## src/rtl/gost_round_ctrl_pkg.sv

```systemverilog
// Shared constants, state encoding and helpers for the GOST round engine.
// Holds the 8x4-bit S-box array (tc26 "Z" parameter set) and key schedule.
package gost_round_ctrl_pkg;

  localparam int GOST_ROUNDS = 32;
  localparam int GOST_ROT    = 11;

  typedef enum logic [1:0] {
    IDLE = 2'd0,
    RUN  = 2'd1,
    DONE = 2'd2
  } state_e;

  // Row i is S-box i; entry j sits in nibble j (LSB nibble = input 0).
  localparam logic [63:0] SBOX [8] = '{
    64'h1F307D8E9B5A264C,
    64'hF0DB74E1C5A93286,
    64'h069C471EDAF2853B,
    64'hB9E35A076F4D128C,
    64'hC24BE390D618A5F7,
    64'h0E34187BAC296FD5,
    64'h73AD0B4FC19652E8,
    64'h2BC96AF43850DE71
  };

  function automatic logic [31:0] sbox_sub(
    input logic [31:0] x
  );
    logic [31:0] y;
    y = '0;
    for (int i = 0; i < 8; i++) begin
      y[4*i +: 4] = SBOX[i][{x[4*i +: 4], 2'b00} +: 4];
    end
    return y;
  endfunction

  // Late rounds run the key words backwards: 7 - r[2:0] == ~r[2:0].
  function automatic logic [2:0] key_idx(
    input logic [4:0] r,
    input logic       dec
  );
    logic fwd;
    fwd = dec ? (r < 5'd8) : (r < 5'd24);
    return fwd ? r[2:0] : ~r[2:0];
  endfunction

endpackage

```

## src/rtl/gost_round_ctrl_round.sv

```systemverilog
// One combinational GOST Feistel round: t = rol(S(A + K), ROT) ^ B.
// Carry out of the 32-bit add is discarded.
module gost_round_ctrl_round
  import gost_round_ctrl_pkg::*;
#(
  parameter int ROT_AMT = GOST_ROT
) (
  input  logic [31:0] a_i,
  input  logic [31:0] b_i,
  input  logic [31:0] k_i,
  output logic [31:0] t_o
);

  logic [31:0] sum;
  logic [31:0] sub;
  logic [31:0] rot;

  assign sum = a_i + k_i;
  assign sub = sbox_sub(sum);
  assign rot = (sub << ROT_AMT) | (sub >> (32 - ROT_AMT));
  assign t_o = rot ^ b_i;

endmodule

```

## src/rtl/gost_round_ctrl.sv

```systemverilog
// Iterative GOST 28147-89 ECB engine: one Feistel round per clock,
// valid/ready in and out, inputs sampled only at accept.
module gost_round_ctrl
  import gost_round_ctrl_pkg::*;
#(
  parameter int ROUNDS  = GOST_ROUNDS,
  parameter int ROT_AMT = GOST_ROT
) (
  input  logic         CLK,
  input  logic         RST,
  input  logic         DIN_VALID,
  output logic         DIN_READY,
  input  logic [63:0]  DIN,
  input  logic [255:0] KEY,
  input  logic         DECRYPT,
  output logic         DOUT_VALID,
  input  logic         DOUT_READY,
  output logic [63:0]  DOUT,
  output logic         BUSY,
  output logic [4:0]   ROUND
);

  localparam logic [4:0] LAST = 5'(ROUNDS - 1);

  state_e         state_q;
  logic [31:0]    a_q;
  logic [31:0]    b_q;
  logic [255:0]   key_q;
  logic           dec_q;
  logic [4:0]     round_q;
  logic [63:0]    dout_q;
  logic           dout_vld_q;

  logic [2:0]     idx;
  logic [31:0]    k_sel;
  logic [31:0]    a_d;

  assign idx   = key_idx(round_q, dec_q);
  assign k_sel = key_q[{idx, 5'd0} +: 32];

  gost_round_ctrl_round #(
    .ROT_AMT (ROT_AMT)
  ) u_round (
    .a_i (a_q),
    .b_i (b_q),
    .k_i (k_sel),
    .t_o (a_d)
  );

  always_ff @(posedge CLK) begin
    if (RST) begin
      state_q    <= IDLE;
      a_q        <= '0;
      b_q        <= '0;
      key_q      <= '0;
      dec_q      <= 1'b0;
      round_q    <= '0;
      dout_q     <= '0;
      dout_vld_q <= 1'b0;
    end else begin
      unique case (state_q)
        IDLE: begin
          if (DIN_VALID) begin
            a_q     <= DIN[31:0];
            b_q     <= DIN[63:32];
            key_q   <= KEY;
            dec_q   <= DECRYPT;
            round_q <= '0;
            state_q <= RUN;
          end
        end
        RUN: begin
          a_q     <= a_d;
          b_q     <= a_q;
          round_q <= round_q + 5'd1;
          // Output order {A_new, B_new} cancels the final swap.
          if (round_q == LAST) begin
            round_q    <= '0;
            dout_q     <= {a_d, a_q};
            dout_vld_q <= 1'b1;
            state_q    <= DONE;
          end
        end
        DONE: begin
          if (DOUT_READY) begin
            dout_vld_q <= 1'b0;
            state_q    <= IDLE;
          end
        end
        default: state_q <= IDLE;
      endcase
    end
  end

  assign DIN_READY  = (state_q == IDLE);
  assign BUSY       = (state_q != IDLE);
  assign DOUT_VALID = dout_vld_q;
  assign DOUT       = dout_q;
  assign ROUND      = round_q;

endmodule
```

## config.mk

```make
export PLATFORM = sky130hd
export DESIGN_NAME = gost_round_ctrl
export DESIGN_NICKNAME = d
export VERILOG_FILES = /design/src/rtl/gost_round_ctrl_pkg.sv /design/src/rtl/gost_round_ctrl_round.sv /design/src/rtl/gost_round_ctrl.sv
export SDC_FILE = /design/constraint.sdc
export NUM_CORES = 1
export LEC_CHECK = 0
export CAP_MARGIN = 15
export CELL_PAD_IN_SITES_DETAIL_PLACEMENT = 0
export CELL_PAD_IN_SITES_GLOBAL_PLACEMENT = 1
export CORE_UTILIZATION = 39
export CTS_CLUSTER_SIZE = 10
export DETAILED_ROUTE_END_ITERATION = 16
export GPL_TIMING_DRIVEN = 0
export MAX_ROUTING_LAYER = met4
export PLACE_DENSITY_LB_ADDON = 0.1
export SETUP_SLACK_MARGIN = 0.4
export SLEW_MARGIN = 20
export SYNTH_ARGS = -nofsm -noshare
export SYNTH_HDL_FRONTEND = slang
export SYNTH_SLANG_ARGS = --single-unit
```

## constraint.sdc

```tcl
create_clock -name CLK -period 6.88 [get_ports CLK]
set_input_delay 1.032 -clock CLK [delete_from_list [all_inputs] [get_ports CLK]]
set_output_delay 1.032 -clock CLK [all_outputs]
set_load 0.02 [all_outputs]
```

### After elaboration in Yosys (flattened, before gate mapping)

Index checks and enable logic that the tools add are counted.
Widths: inputs -> output; s select.

| operators by class | value |
|---|---|
| mux-type cells | 16 |
| reduce and logical (&&, ||, !) cells | 9 |
| shifts and indexed selects | 9 |
| $lt $le $gt $ge | 2 |
| equal/unequal tests | 6 |
| bitwise gates (word level) | 3 |
| add/subtract/negate cells | 2 |

Operator list:

| operator | count |
|---|---|
| $shiftx 64x7->4 const A | 8 |
| $shiftx 256x9->32 | 1 |
| $pmux 32 s2 | 2 |
| $mux 32 | 2 |
| $add 32x32->32 | 1 |
| $or 32x11->32 | 1 |
| $xor 32x32->32 | 1 |
| $mux 5 | 2 |
| $pmux 5 s2 | 1 |
| $mux 2 | 3 |
| $ne 2x2->1 const B | 3 |
| $pmux 2 s3 | 1 |
| $reduce_and 2->1 | 3 |
| $reduce_and 3->1 | 2 |
| $reduce_bool 2->1 | 3 |
| $add 5x1->5 const B | 1 |
| $eq 5x5->1 const B | 1 |
| $lt 5x4->1 const B | 1 |
| $lt 5x5->1 const B | 1 |
| $mux 1 | 3 |
| $mux 3 | 1 |
| $not 3->3 | 1 |
| $eq 2x1->1 const B | 1 |
| $eq 2x2->1 const B | 1 |
| 2 further kinds | 2 |

| storage, ports and cells | value |
|---|---|
| input port bits | 325 |
| output and inout port bits | 72 |
| word-level logic and storage cells | 55 |
| bits in registers | 393 |

### Depth between registers and ports, before layout

| depth | value |
|---|---|
| depth after elaboration | 9 |
| mapped depth | 22 |
| gate-level depth less buffers | 20 |

### Cells and area by module

Synthesis repeated with hierarchy kept, for this count alone.

| unflattened totals | value |
|---|---|
| cells, all modules | 2877 |
| area, all modules | 21808.4 sq um |

By module, submodules not included:

| module | cells each | times used | area each (sq um) | seq. area each (sq um) |
|---|---|---|---|---|
| gost_round_ctrl | 2446 | 1 | 18426.4 | 7867.5 |
| gost_round_ctrl_round | 431 | 1 | 3382.0 | 0.0 |

### Worst setup path before layout

Ideal clock, no wire load.

| timing path | value |
|---|---|
| path type | reg-to-reg |
| from | register round_q[4] (netlist: ROUND[4]) |
| to | register dout_q[36] (netlist: DOUT[36]) |
| cell stages (with the launch flop) | 22 |
| clock period less this slack | 6133 ps |
| required time | 6794 ps |
| setup time | 86 ps |
| path buffers | 3 |
| setup slack | 747 ps |
| arrival | 6047 ps |
| cell sequence | dfxtp_1 -> maj3_1 -> xnor2_1 -> buf_2 -> buf_1 -> mux4_2 -> mux2_2 -> ha_1 -> buf_2 -> and4_1 -> and3_1 -> a31oi_1 -> o31ai_1 -> nor2b_1 -> xor2_1 -> inv_1 -> ha_1 -> or2_2 -> or4_1 -> o2111a_1 -> xnor2_1 -> a211oi_1 |

| between the ends | value |
|---|---|
| longest elaborated chain between the ends | 8 |
| elaborated cells between the ends (all ways) | 11 |
| those cells by class | add/sub: 1; order compare: 2; eq/ne: 1; shift: 2; mux: 2; bitwise: 2; reduce/logical: 1 |

Ends and longest elaborated chain:

| item | line | text |
|---|---|---|
| start: declaration | gost_round_ctrl.sv:30 | `logic [4:0] round_q;` |
| start signal: assignment | gost_round_ctrl.sv:75 | `round_q <= round_q + 5'd1;` |
| $lt 5x5->1 or $lt 5x4->1 (tied branches) | gost_round_ctrl_pkg.sv:43 | `fwd = dec ? (r < 5'd8) : (r < 5'd24);` |
| $mux 1 | gost_round_ctrl_pkg.sv:43 |  |
| $mux 3 | gost_round_ctrl_pkg.sv:44 | `return fwd ? r[2:0] : ~r[2:0];` |
| $shiftx 256x9->32 | gost_round_ctrl.sv:39 | `assign k_sel = key_q[{idx, 5'd0} +: 32];` |
| $add 32x32->32 | gost_round_ctrl_round.sv:18 | `assign sum = a_i + k_i;` |
| $shiftx 64x7->4 | gost_round_ctrl_pkg.sv:32 | `y[4*i +: 4] = SBOX[i][{x[4*i +: 4], 2'b00} +: 4];` |
| $or 32x11->32 | gost_round_ctrl_round.sv:20 | `assign rot = (sub << ROT_AMT) \| (sub >> (32 - ROT_AMT));` |
| $xor 32x32->32 | gost_round_ctrl_round.sv:21 | `assign t_o = rot ^ b_i;` |
| end signal: assignment | gost_round_ctrl.sv:79 | `dout_q <= {a_d, a_q};` |
| end: declaration | gost_round_ctrl.sv:31 | `logic [63:0] dout_q;` |

Several ways; a longest one is shown, not always the timed one.
A chain may end at the register's enable or synchronous reset.

### Final worst setup path

| timing path | value |
|---|---|
| from | register round_q[3] (netlist: ROUND[3]) |
| to | register dout_q[38] (netlist: DOUT[38]) |

Same word-level chain as after synthesis.

==> impl_metrics.py <==
metrics = {
    "run_status": {
        "status": "finished, final reports clean",
    },
    "critical_path": {
        "path_class": "flip-flop to flip-flop",
        "cp_slowest_stage_delay_ps": 620,
        "cp_cell_sequence": "maj3_4, xnor2_4, buf_12, clkbuf_4, mux4_2, mux2_2, ha_1, buf_4, a211oi_1, o211ai_1, a31oi_1, o31ai_1, nor2b_2, xor2_2, inv_1, ha_1, or2_2, or4_1, o311ai_1, xor2_1, a211oi_1",
        "cp-start-kind": "flip-flop",
        "end_kind": "flip-flop",
        "crit_required_ps": 7310,
        "crit_fanout": 10,
        "slowest_stage": "mux4_2",
        "critPathArrivalTime_ps": 6630,
    },
    "pwr": {
        "internal-power_w": 0.00434,
        "power_per_cell_area_mw_per_mm2": 249,
        "power_switching_w": 0.00207,
        "irDropWorstVdd_mv": 0.174,
        "power_leakage_nw": 9.69,
        "switching_share": 0.322,
        "pwr-share-seq": 0.400,
        "p_comb_frac": 0.262,
        "pwr-share-clk": 0.339,
    },
    "drt": {
        "wl_um": 78500,
        "drtIter0Drc": 1493,
        "wl_per_cell_um": 22.6,
        "firstDrtPassIters": 6,
        "via_count": 18900,
        "drc": 0,
        "antenna_left": 0,
        "vias_per_cell": 5.45,
    },
    "synth": {
        "avgSynthCellArea_um2": 8.34,
        "synthArstFlopShare": 0,
        "synth_edf_count": 0,
        "ys.flop_type": "dfxtp_1",
        "ys_seq_area_frac": 0.402,
        "ys_top_cells_by_area": "dfxtp_1 (40%), nand2_1 (14%), a21oi_1 (9.9%)",
        "netlist_area_mm2": 0.0196,
        "synth_top_area_frac": 0.402,
        "ys_types": 82,
        "yosys_warnings": 0,
        "yosys.area.top_type": "dfxtp_1",
        "synth_cells": 2344,
        "syn_nets": 2746,
        "ys_ff_latch": 393,
    },
    "layout": {
        "fin_nets": 3193,
        "mostFrequentLayoutCells": "nand2_1 (727), clkdlybuf4s50_1 (396), dfxtp_1 (393)",
        "drive_gt1_frac": 0.0809,
        "layout_commonest_cell": "nand2_1",
        "syn_to_final_growth_pct": 31.8,
    },
    "global_routing": {
        "antenna_found_initial": 2,
        "grt_pass1_wl_um": 115000,
        "grt_max_degree": 13,
        "grt_pass1_vias": 18700,
        "grt-ovfl-total": 0,
        "grt.total_usage": 0.315,
    },
    "placed_design": {
        "pre_cts_ws_ps": -934,
        "dp_hpwl_um": 62500,
        "gp_congestion": 1.01,
        "portBuffers": 396,
    },
    "clocking": {
        "insertion_delay_ps": 590,
        "numCtsBuffers": 46,
        "cts_root_buf": "clkbuf_16",
        "htreeDepth": 2,
        "cts_tree": "yes",
        "cts_hold_buffers": 0,
        "clkSinkCount": 393,
        "clkTransAtPathRegs_ps": 60,
        "clockBufferDepth": 3,
    },
    "timing": {
        "slew_headroom": 0.343,
        "fin_setup_tns_ps": 0,
        "setup_viol": 0,
        "finalCriticalPeriod_ps": 6200,
        "setup_slack_ps": 680,
        "max_freq_mhz": 161,
        "finalMaxSlewViolations": 0,
        "hold_viol_final": 0,
        "fin_skew_ps": 23.8,
        "min_period_over_period": 0.901,
        "rsz0062_at_grt": "false",
        "fin_hold_ws_ps": 450,
        "worstMarginPinSlew_ps": 986,
    },
    "die": {
        "dieArea_mm2": 0.0510,
        "initial_utilization": 0.398,
        "die_height_um": 226,
        "ios": 397,
        "die_w_um": 226,
        "row_count": 81,
        "fp.coreArea_mm2": 0.0492,
    },
    "worst_hold_path": {
        "hold_path.class": "flip-flop to flip-flop",
    },
    "flow_run": {
        "cap_violations": 0,
    },
}
[flip-flops by register name, summed over array words and instances, names as in the netlist]
signal,count
DOUT,64
dec_q,1
a_q,32
b_q,32
key_q,256
state_q,2
ROUND,5
DOUT_VALID,1
[power by group through the flow]
| stage | clock (W) | combinational, W | sequential [W] |
|---|---|---|---|
| 3_5_place_dp | 0 | 0.00165 | 0.00261 |
| 5_1_grt | 0.00227 | 0.00182 | 0.00257 |
| 3_3_place_gp | 0 | 0.00162 | 0.00260 |
| 2_1_floorplan | 0 | 0.00103 | 0.00253 |
| 4_1_cts | 0.00219 | 0.00166 | 0.00256 |
| 6_report | 0.00217 | 0.00168 | 0.00256 |
[repair_timing]
item / 4_1_cts / 5_1_grt
resized for setup: 21 / 17
hold endpoints to repair: 0 / 0
setup buffers: 3 / 0
pin swaps: 2 / 1
endpoints found under the setup margin: 48 / 24
[synth_stat cells (all sizes together), types with 9 or more instances]
| master | count |
|---|---|
| a211oi | 32 |
| clkbuf | 148 |
| dfxtp | 393 |
| nor2 | 74 |
| xor2 | 36 |
| mux4 | 74 |
| nor3 | 17 |
| and2 | 9 |
| buf | 18 |
| ha | 76 |
| a21o | 13 |
| nand3 | 14 |
| xnor2 | 28 |
| mux2 | 35 |
| inv | 32 |
| mux2i | 14 |
| nand2 | 727 |
| nand4 | 9 |
| a21oi | 388 |
| a22oi | 32 |
| a311oi | 15 |
| and3 | 16 |
| a31o | 11 |
| o21ai | 29 |
[logic make-up after synthesis]
family,synth area share
simple gates,0.189
compound gates,0.176
flops,0.402
buf+inv,0.0408
mux,0.113
fa+ha+maj,0.0502
xor+xnor,0.0291
[metrics by stage]
step	power, W	std cells	area, um^2	utilization
3_5_place_dp	0.00425	3404	24300	0.495
4_1_cts	0.00641	3469	25700	0.523
5_1_grt	0.00666	3471	25800	0.524
2_1_floorplan	0.00356	2344	19600	-
6_report	0.00641	3471	25800	0.524
3_3_place_gp	0.00422	3404	24300	0.495
[worst max-delay path: cells and delay by family, from the launching register on]
family                     cells  cell delay (ps)
muxes                          2              970
DFF                            1              360
AOI/OAI and AO/OA              6             1090
xor gates and xnor gates       3              870
and+or+nand+nor                3             1070
buffers and inverters          4              740
adders and majority gates      3              930
[cell type report]
type	instances	area, um^2
antenna	2	5.00
sequential	393	7870
inverter	32	120
timing repair buffer	399	4000
multi-input combinational	1752	11000
clock buffer	59	1210
tap	664	831
clock inverter	3	41.3
fill	4720	23400
buffer	167	716
[per-layer routing]
layer / vias to the layer above / share of wire / global-route usage
met5: - / 0 / -
met4: 0 / 0.043 / 0.135
met3: 130 / 0.065 / 0.0414
met2: 759 / 0.48 / 0.523
met1: 9034 / 0.41 / 0.383
li1: 8987 / - / -
[worst paths after layout]
path | startpoint | to | slack [ps] | cells after the start
worst max-delay path | ROUND[3] | DOUT[38] | 680 | 21
worst min register to register | DOUT[12] | DOUT[12] | 450 | 2
worst max register to register | ROUND[3] | DOUT[38] | 680 | 21
worst min-delay path | DOUT[12] | DOUT[12] | 450 | 2
No activity file was read; power rests on OpenSTA's default activity.
